### config.mk
export PLATFORM = sky130hd
export DESIGN_NAME = uart_cmd_arbiter
export DESIGN_NICKNAME = d
export VERILOG_FILES = /design/src/rtl/uart_cmd_arbiter.sv
export SDC_FILE = /design/constraint.sdc
export NUM_CORES = 1
export LEC_CHECK = 0
export ABC_AREA = 1
export CAP_MARGIN = 30
export CORE_UTILIZATION = 47
export CTS_CLUSTER_SIZE = 24
export DETAILED_ROUTE_END_ITERATION = 8
export PLACE_DENSITY = 0.85
export SETUP_SLACK_MARGIN = 0.02
export SLEW_MARGIN = 20
export SYNTH_ARGS = -nofsm -noshare
export SYNTH_HDL_FRONTEND = slang
export SYNTH_SLANG_ARGS = --single-unit
### constraint.sdc
create_clock -name clk -period 1.95 [get_ports clk]
set_input_delay 0.39 -clock clk [delete_from_list [all_inputs] [get_ports clk]]
set_output_delay 0.39 -clock clk [all_outputs]
set_load 0.05 [all_outputs]
### src/rtl/uart_cmd_arbiter.sv
// uart_cmd_arbiter: shares one command-driven UART message sender among
// four requesters. Grants round-robin, issues the command with a start
// strobe, waits for acceptance and completion, then enforces an idle gap.
module uart_cmd_arbiter #(
  parameter int N_REQ          = 4,
  parameter int ACCEPT_TIMEOUT = 1000,
  parameter int GAP_CYCLES     = 50000
) (
  input  logic                 clk,
  input  logic                 rst,
  input  logic [N_REQ-1:0]     req,
  input  logic [8*N_REQ-1:0]   req_cmd,
  output logic [N_REQ-1:0]     req_ack,
  output logic [N_REQ-1:0]     req_done,
  output logic [7:0]           cmd_out,
  output logic                 cmd_str,
  input  logic                 cmd_ready,
  output logic                 busy,
  output logic [1:0]           grant_id,
  output logic                 err
);

  localparam int ID_W  = 2;
  localparam int ACC_W = (ACCEPT_TIMEOUT > 1) ? $clog2(ACCEPT_TIMEOUT) : 1;
  localparam int GAP_W = (GAP_CYCLES > 1) ? $clog2(GAP_CYCLES) : 1;

  localparam logic [ACC_W-1:0] ACC_LAST = ACC_W'(ACCEPT_TIMEOUT - 1);
  localparam logic [GAP_W-1:0] GAP_LAST = GAP_W'((GAP_CYCLES > 0) ? GAP_CYCLES - 1 : 0);

  localparam logic [2:0] S_IDLE        = 3'd0;
  localparam logic [2:0] S_ISSUE       = 3'd1;
  localparam logic [2:0] S_WAIT_ACCEPT = 3'd2;
  localparam logic [2:0] S_WAIT_DONE   = 3'd3;
  localparam logic [2:0] S_GAP         = 3'd4;

  logic [2:0]        state_q, state_d;
  logic [ID_W-1:0]   ptr_q, ptr_d;
  logic [ID_W-1:0]   gid_q, gid_d;
  logic [7:0]        cmd_q, cmd_d;
  logic [N_REQ-1:0]  ack_q, ack_d;
  logic [N_REQ-1:0]  done_q, done_d;
  logic              str_q, str_d;
  logic              err_q, err_d;
  logic [ACC_W-1:0]  acc_q, acc_d;
  logic [GAP_W-1:0]  gap_q, gap_d;

  logic              found;
  logic [ID_W-1:0]   winner;

  // Round-robin pick: first asserted request at or above the pointer, with wrap.
  always_comb begin
    found  = 1'b0;
    winner = '0;
    for (int k = 0; k < N_REQ; k++) begin
      if (!found && req[(int'(ptr_q) + k) % N_REQ]) begin
        found  = 1'b1;
        winner = ID_W'((int'(ptr_q) + k) % N_REQ);
      end
    end
  end

  // Next-state and output logic for the grant/issue/accept/done/gap sequence.
  always_comb begin
    // NOTE: every variable gets a default first so no path leaves one unassigned (no latches).
    state_d = state_q;
    ptr_d   = ptr_q;
    gid_d   = gid_q;
    cmd_d   = cmd_q;
    ack_d   = '0;
    done_d  = '0;
    str_d   = str_q;
    err_d   = 1'b0;
    acc_d   = acc_q;
    gap_d   = gap_q;

    case (state_q)
      S_IDLE: begin
        if (cmd_ready && found) begin
          cmd_d         = req_cmd[8*winner +: 8];
          gid_d         = winner;
          ack_d[winner] = 1'b1;
          ptr_d         = (winner == ID_W'(N_REQ - 1)) ? '0 : winner + 1'b1;
          state_d       = S_ISSUE;
        end
      end
      S_ISSUE: begin
        str_d   = 1'b1;
        acc_d   = '0;
        state_d = S_WAIT_ACCEPT;
      end
      S_WAIT_ACCEPT: begin
        // Acceptance wins over timeout when both happen in the same cycle.
        if (!cmd_ready) begin
          str_d   = 1'b0;
          state_d = S_WAIT_DONE;
        end else if (acc_q == ACC_LAST) begin
          str_d   = 1'b0;
          err_d   = 1'b1;
          gap_d   = '0;
          state_d = S_GAP;
        end else begin
          acc_d = acc_q + 1'b1;
        end
      end
      S_WAIT_DONE: begin
        if (cmd_ready) begin
          done_d[gid_q] = 1'b1;
          gap_d         = '0;
          state_d       = S_GAP;
        end
      end
      S_GAP: begin
        if ((GAP_CYCLES == 0) || (gap_q == GAP_LAST)) begin
          state_d = S_IDLE;
        end else begin
          gap_d = gap_q + 1'b1;
        end
      end
      default: state_d = S_IDLE;
    endcase
  end

  // State registers; reset drops any transaction in flight without pulses.
  always_ff @(posedge clk or negedge rst) begin
    if (!rst) begin
      state_q <= S_IDLE;
      ptr_q   <= '0;
      gid_q   <= '0;
      cmd_q   <= '0;
      ack_q   <= '0;
      done_q  <= '0;
      str_q   <= 1'b0;
      err_q   <= 1'b0;
      acc_q   <= '0;
      gap_q   <= '0;
    end else begin
      // NOTE: non-blocking assignments so every register updates from pre-edge values.
      state_q <= state_d;
      ptr_q   <= ptr_d;
      gid_q   <= gid_d;
      cmd_q   <= cmd_d;
      ack_q   <= ack_d;
      done_q  <= done_d;
      str_q   <= str_d;
      err_q   <= err_d;
      acc_q   <= acc_d;
      gap_q   <= gap_d;
    end
  end

  assign req_ack  = ack_q;
  assign req_done = done_q;
  assign cmd_out  = cmd_q;
  assign cmd_str  = str_q;
  assign grant_id = gid_q;
  assign err      = err_q;
  assign busy     = (state_q != S_IDLE);

endmodule
==> impl_metrics.csv, run 1 <==
group,metric,value,unit
run,drv_cap,0,
setup_path,crit_arrival,1490,ps
place,gp_congestion,0.958,
route,drc,0,
setup_path,crit_path_end,"req_ack[1]",
setup_path,r2r_end,"cmd_out[0]",
setup_path,reg2reg_from,"ptr_q[0]",
global_routing,grt_pass1_wl,12.2,mm
synthesis,syn_area,0.00313,sq mm
floorplanning,coreArea,0.00639,sq mm
finish,drive_gt1_share,11.8,%
timing,slew_violations,0,
setup_path,cpPeakStageDelay,810,ps
place,place_area,0.00395,sq mm
setup_path,crit_start,"req_ack[1]",
floorplanning,die_w,83.6,um
timing,setup_violations,0,
timing,slew_headroom,58.6,%
route,drt-met1-wl,3.37,mm
finish,final_common_cell,"nand2_1",
global_routing,track_usage,20.9,%
floorplanning,rows,29,
synthesis,synth_top_family_by_area,"simple AND/OR/NAND/NOR gates",
setup_path,crit_path_top_delay_cell,"clkdlybuf4s50_1",
timing,worstMarginPinSlew,620,ps
clock_network,clock-sinks,51,
finish,fin_area,0.00414,sq mm
route,route.vias.total,3103,
route,wl_met3,363,um
route,dr_wl_met2,3.59,mm
route,drtIter0Drc,277,
route,wl,7.42,mm
setup_path,cp-end-kind,"primary output",
route,ant_nets,0,
synthesis,syn_avg_cell_area,7.05,sq um
timing,finalHoldViolCount,0,
synthesis,synth_mux_area_share,0,%
synthesis,ys_ff_latch,51,
clock_network,clk_path_buf_depth,2,
power_and_ir_drop,power_density,1580,mW/mm^2
timing,fin_skew,9.90,ps
setup_path,worstPathCellList,"clkdlybuf4s50_1",
clock_network,cts_buffers,5,
power_and_ir_drop,p_int,3.32,mW
synthesis,ys_seq_area_share,40.8,%
synthesis,yosys.area_share.simple,36.7,%
power_and_ir_drop,p_leak,2.10,nW
finish,areaGrowthSynthToFinish,32.3,%
synthesis,yosys_warnings,0,
power_and_ir_drop,p_seq_share,25.2,%
run_status,status,"finished clean",
setup_path,reg2reg_slack,110,ps
place,hpwl,5.36,mm
setup_path,cp.required,1560,ps
power_and_ir_drop,pwr-share-clk,11.3,%
synthesis,syn_nets,486,
finish,multi_input_area,0.00151,sq mm
power_and_ir_drop,vdd_drop_max,1.22,mV
synthesis,synthCells,444,
global_routing,antenna_found_initial,0,
finish,nFillCells,516,
synthesis,synth_xor_xnor_area_share,2.52,%
global_routing,grt_pass1_vias,2974,
route,top_layer_used,"met4",
route,drt-vias-per-instance,5.15,
clock_network,clk_latency,310,ps
place,io_buffers,59,
finish,most-common-layout-cells,"nand2_1 (110), inv_1 (81), dfrtp_1 (50), clkdlybuf4s50_1 (50), nand3_1 (42)",
power_and_ir_drop,swShare,49.3,%
global_routing,overflow,0,
finish,n_antenna_cell,0,
route,dr.pass1.iters,5,
clock_network,cts_max_level,2,
synthesis,synth_fa_ha_area_share,1.20,%
setup_path,cp-start-kind,"register",
global_routing,grt_max_degree,52,
synthesis,synth.distinct_cells,31,
floorplanning,die_area,0.00699,sq mm
setup_path,path_buf_inv,1,
setup_path,criticalPathCategory,"reg2out",
worst_hold_path,holdCritPathClass,"in2async",
timing,fin_crit,1880,ps
route,post_drt_wl_per_cell,12.3,um
clock_network,path_clk_slew,90,ps
setup_path,cp_max_fo,1,
floorplanning,die_y,83.6,um
timing,fin_crit_sh,96.3,%
synthesis,synth_compound_area_share,6.32,%
setup_path,worst-path-stages,1,
timing,rsz0062_at_grt,"yes",
clock_network,cts_tree,"done",
clock_network,root_buffer,"clkbuf_8",
finish,fin_nets,567,
setup_path,r2r_cells,14,
floorplanning,initial_utilization,49.0,%
setup_path,cp_top_family,"buffers and inverters",
power_and_ir_drop,combPwrFrac,63.4,%
power_and_ir_drop,p_sw,3.23,mW
timing,fmax,0.533,GHz
floorplanning,io_pins,60,
finish,ff_latch_area,0.00128,sq mm
timing,tns,0,ps
-- synthesized netlist by cell type (all sizes together) --
master / n / area share (%)
inv: 86 / 10
xnor2: 1 / 0.28
dfrtp: 51 / 41
nor2: 36 / 4.6
a22o: 1 / 0.28
a211oi: 1 / 0.24
nand4: 22 / 4.4
clkbuf: 1 / 0.12
o22ai: 6 / 1.2
nor3b: 1 / 0.24
o21ai: 15 / 2.4
buf: 9 / 1.8
nand2: 118 / 14
xor2: 8 / 2.2
ha: 3 / 1.2
a21oi: 8 / 1.3
nor3: 16 / 2.6
o21a: 1 / 0.24
a31oi: 1 / 0.20
o31ai: 2 / 0.48
nand3: 50 / 9.1
nor4: 7 / 1.4
-- worst min-delay path by stage --
stage,slack [ps],end
after floorplan,90,acc_q[0]
after global placement,470,cmd_out[6]
after detailed placement,470,cmd_out[3]
after CTS,190,acc_q[2]
after global routing,220,acc_q[2]
final,180,acc_q[7]
-- cell families (layout without fill, tap and decap cells) --
family                   count (synthesis)  in the layout
AO/OA/AOI/OAI                           35             35
buffers and inverters                   96            178
AND/OR/NAND/NOR                        250            250
flip-flops                              51             51
XOR/XNOR                                 9              9
adder cells (fa/ha/maj)                  3              3
-- registers in the layout (all words and copies together) (netlist names) --
name,flops
err,1
gap_q,16
cmd_out,8
ptr_q,2
acc_q,10
grant_id,2
cmd_str,1
req_done,4
state_q,3
req_ack,4
-- what timing repair did --
item	4_1_cts	5_1_grt
setup endpoints to repair	7	27
resized for setup	3	24
setup buffers	0	1
hold buffers	0	0
pin swaps	0	3
-- layer usage --
metal / up-vias / track usage [%]
li1: 1586 / -
met1: 1392 / 25.9
met2: 113 / 37.2
met3: 12 / 3.36
met4: 0 / 6.63
met5: - / 0
-- area by class of cell --
cell class / instances / area share [%]
Multi-Input combinational cell: 297 / 36.4
Sequential cell: 51 / 30.9
Timing Repair Buffer: 84 / 19.7
Inverter: 86 / 8.01
Tap cell: 77 / 2.33
Clock buffer: 5 / 1.66
Clock inverter: 3 / 1.06
-- per-stage QoR --
stage	instances	utilization [%]	hold WS (ps)	setup slack (ps)	total power [mW]
after floorplan	444	-	94.4	141	4.38
after global placement	594	61.9	470	-158	5.48
after detailed placement	594	61.9	474	-255	5.59
after CTS	602	63.6	190	27.3	6.36
after global routing	603	64.8	225	-24.3	7.07
final	603	64.8	179	73.0	6.55
-- power by group through the flow --
stage | Sequential (mW) | Combinational [mW] | Clock [mW]
after CTS | 1.64 | 3.95 | 0.767
after detailed placement | 1.65 | 3.94 | 0
after global placement | 1.64 | 3.85 | 0
final | 1.65 | 4.15 | 0.742
after floorplan | 2.07 | 2.31 | 0
after global routing | 1.69 | 4.58 | 0.805
No activity file was read; power rests on OpenSTA's default activity.
==> run 2, diff against run 1 <==
- CORE_UTILIZATION: 47 -> 48
- PLACE_DENSITY: 0.85 -> 0.84
- clock period: 1.95 -> 1.8 ns (I/O delays scaled with it)
==> run 2 against run 1 <==
- the run now ends with negative setup slack left
- final cell count rose by 3.5%
- clock power is 5.5% higher
- combinational power is 33% higher
- global-route usage increased by 3.4 points
- critical endpoint is now cmd_out[0]
- largest cell class unchanged
- utilization up 5.9 points
- worst hold slack better by 320 ps
==> impl_metrics.csv, run 2 (synthesized netlist as in run 1, its figures left out) <==
group,metric,value,unit
run_status,status,"complete, but fails checks",
run_status,violations,"negative setup slack",
finish,fin_area,0.00446,sq mm
timing,slew_headroom,71.6,%
place,dp.cells,600,
timing,fmax,0.512,GHz
floorplanning,rows,29,
setup_path,crit_arrival,2160,ps
finish,max_flop_register,"gap_q",
timing,fin_crit_sh,108,%
global_routing,grt_max_degree,35,
power_and_ir_drop,vdd_drop_max,1.52,mV
global_routing,use_met2,42.3,%
clock_network,path_clk_slew,90,ps
setup_path,reg2reg_from,"ptr_q[0]",
timing,worstMarginPinSlew,426,ps
floorplanning,die_w,82.7,um
run,drv_cap,0,
setup_path,criticalPathCategory,"reg2reg",
power_and_ir_drop,p_leak,2.23,nW
setup_path,r2r_cells,14,
place,dpl_worst_slack,-379,ps
place,io_buffers,59,
finish,fin_nets,589,
clock_network,cts_tree,"done",
floorplanning,die_area,0.00685,sq mm
global_routing,overflow,0,
finish,instances_no_fill,624,
place,place_area,0.00395,sq mm
setup_path,cp.required,2010,ps
global_routing,grt_use_met1,29.8,%
finish,most-common-layout-cells,"nand2_1 (85), inv_1 (80), buf_4 (54)",
floorplanning,coreArea,0.00631,sq mm
timing,rsz0062_at_grt,"yes",
setup_path,cp-start-kind,"register",
global_routing,track_usage,24.3,%
clock_network,clk_path_buf_depth,2,
setup_path,reg2reg_slack,-150,ps
timing,slew_violations,0,
timing,finalHoldViolCount,0,
timing,fin_skew,9.30,ps
finish,final_common_cell,"nand2_1",
timing,setup_violations,15,
finish,nFillCells,479,
route,post_drt_wl_per_cell,13.6,um
route,wl,8.46,mm
worst_hold_path,hold_depth,1,
worst_hold_path,holdPathEnd,"acc_q[9]",
power_and_ir_drop,power_density,1820,mW/mm^2
global_routing,grt_pass1_wl,12.9,mm
timing,setup_ws,-153,ps
global_routing,busiest_layer,"met2",
floorplanning,io_pins,60,
route,drc,0,
timing,fin_crit,1950,ps
clock_network,clock-sinks,51,
global_routing,grt_pass1_vias,3076,
route,route.vias.total,3353,
worst_hold_path,holdCritPathClass,"reg2reg",
route,dr.pass1.iters,5,
clock_network,clk_latency,310,ps
floorplanning,initial_utilization,49.6,%
finish,areaGrowthSynthToFinish,42.7,%
clock_network,cts_buffers,5,
setup_path,cp_max_fo,8,
clock_network,cts_max_level,2,
place,gp_congestion,0.919,
setup_path,r2r_end,"cmd_out[0]",
global_routing,met3_usage,3.19,%
floorplanning,die_y,82.7,um
finish,ff_latch_area,0.00128,sq mm
route,drtIter0Drc,223,
finish,multi_input_area,0.00168,sq mm
place,hpwl,5.51,mm
global_routing,antenna_found_initial,0,
finish,drive_gt1_share,26.0,%
setup_path,cp-end-kind,"register",
clock_network,root_buffer,"clkbuf_8",
route,ant_nets,0,
finish,largest_register_ffs,16,
route,drt-vias-per-instance,5.37,
worst_hold_path,min_from,"acc_q[9]",
finish,n_antenna_cell,0,
[run 2: how the worst max path moves through the flow]
| stage | from | endpoint | slack (ps) | cells after the start |
|---|---|---|---|---|
| 2_1_floorplan | ptr_q[0] | ptr_q[1] | 30 | 12 |
| 3_3_place_gp | req[1] | ptr_q[1] | -280 | 13 |
| 3_5_place_dp | req[3] | cmd_out[0] | -380 | 13 |
| 4_1_cts | ptr_q[0] | cmd_out[3] | -7 | 14 |
| 5_1_grt | ptr_q[0] | cmd_out[4] | -220 | 11 |
| 6_report | ptr_q[0] | cmd_out[0] | -150 | 14 |
[run 2: worst max-delay path: stages, from the launching register on]
cell and delay [ps]:
dfrtp_2 500, buf_6 170, nand2_4 50, nand2_2 60, nand2_2 80, nand2_2 70
nor2_4 130, nand3_4 130, nand3_4 150, clkbuf_16 190, nand2_2 40, nand3_1 80
nand2_1 80, nand2_1 70, nand2_1 50
[run 2: what timing repair did]
item / CTS / global route
gates resized for setup: 13 / 63
setup endpoints to repair: 14 / 44
setup buffers: 3 / 9
pin swaps: 6 / 15
cloned: 0 / 4
hold buffers: 1 / 0
endpoints found under the hold margin: 17 / 0
[run 2: stage by stage]
step / TNS (ps) / utilization (%) / power, mW / hold slack [ps]
after floorplan: 0 / - / 4.76 / 64.4
after global placement: -3440 / 62.5 / 5.96 / 318
after detailed placement: -4950 / 62.5 / 6.08 / 322
after CTS: -7.33 / 65.4 / 7.08 / 493
after global routing: -2620 / 70.7 / 8.67 / 519
final: -1060 / 70.7 / 8.13 / 498
[run 2: final cells by class]
type,instances,area share (%)
multi-input cells,297,37.5
flip-flops and latches,51,28.6
repair buffers,104,21.6
inverters,86,7.43
well taps,77,2.16
clock buffers,5,1.54
clock inverters,2,0.841
repair inverters,2,0.224
[run 2: layer usage]
| layer | routed length, um | part of all wire (%) |
|---|---|---|
| met1 | 3400 | 40 |
| met2 | 4320 | 51 |
| met3 | 552 | 6.5 |
| met4 | 184 | 2.2 |
| met5 | 0 | 0 |
[run 2: report_power, final]
part           total [mW]  internal, mW  leakage (nW)  switching, mW
sequential           1.81          1.49         0.675          0.321
combinational        5.54          2.21          1.50           3.33
clock               0.783         0.407        0.0502          0.376
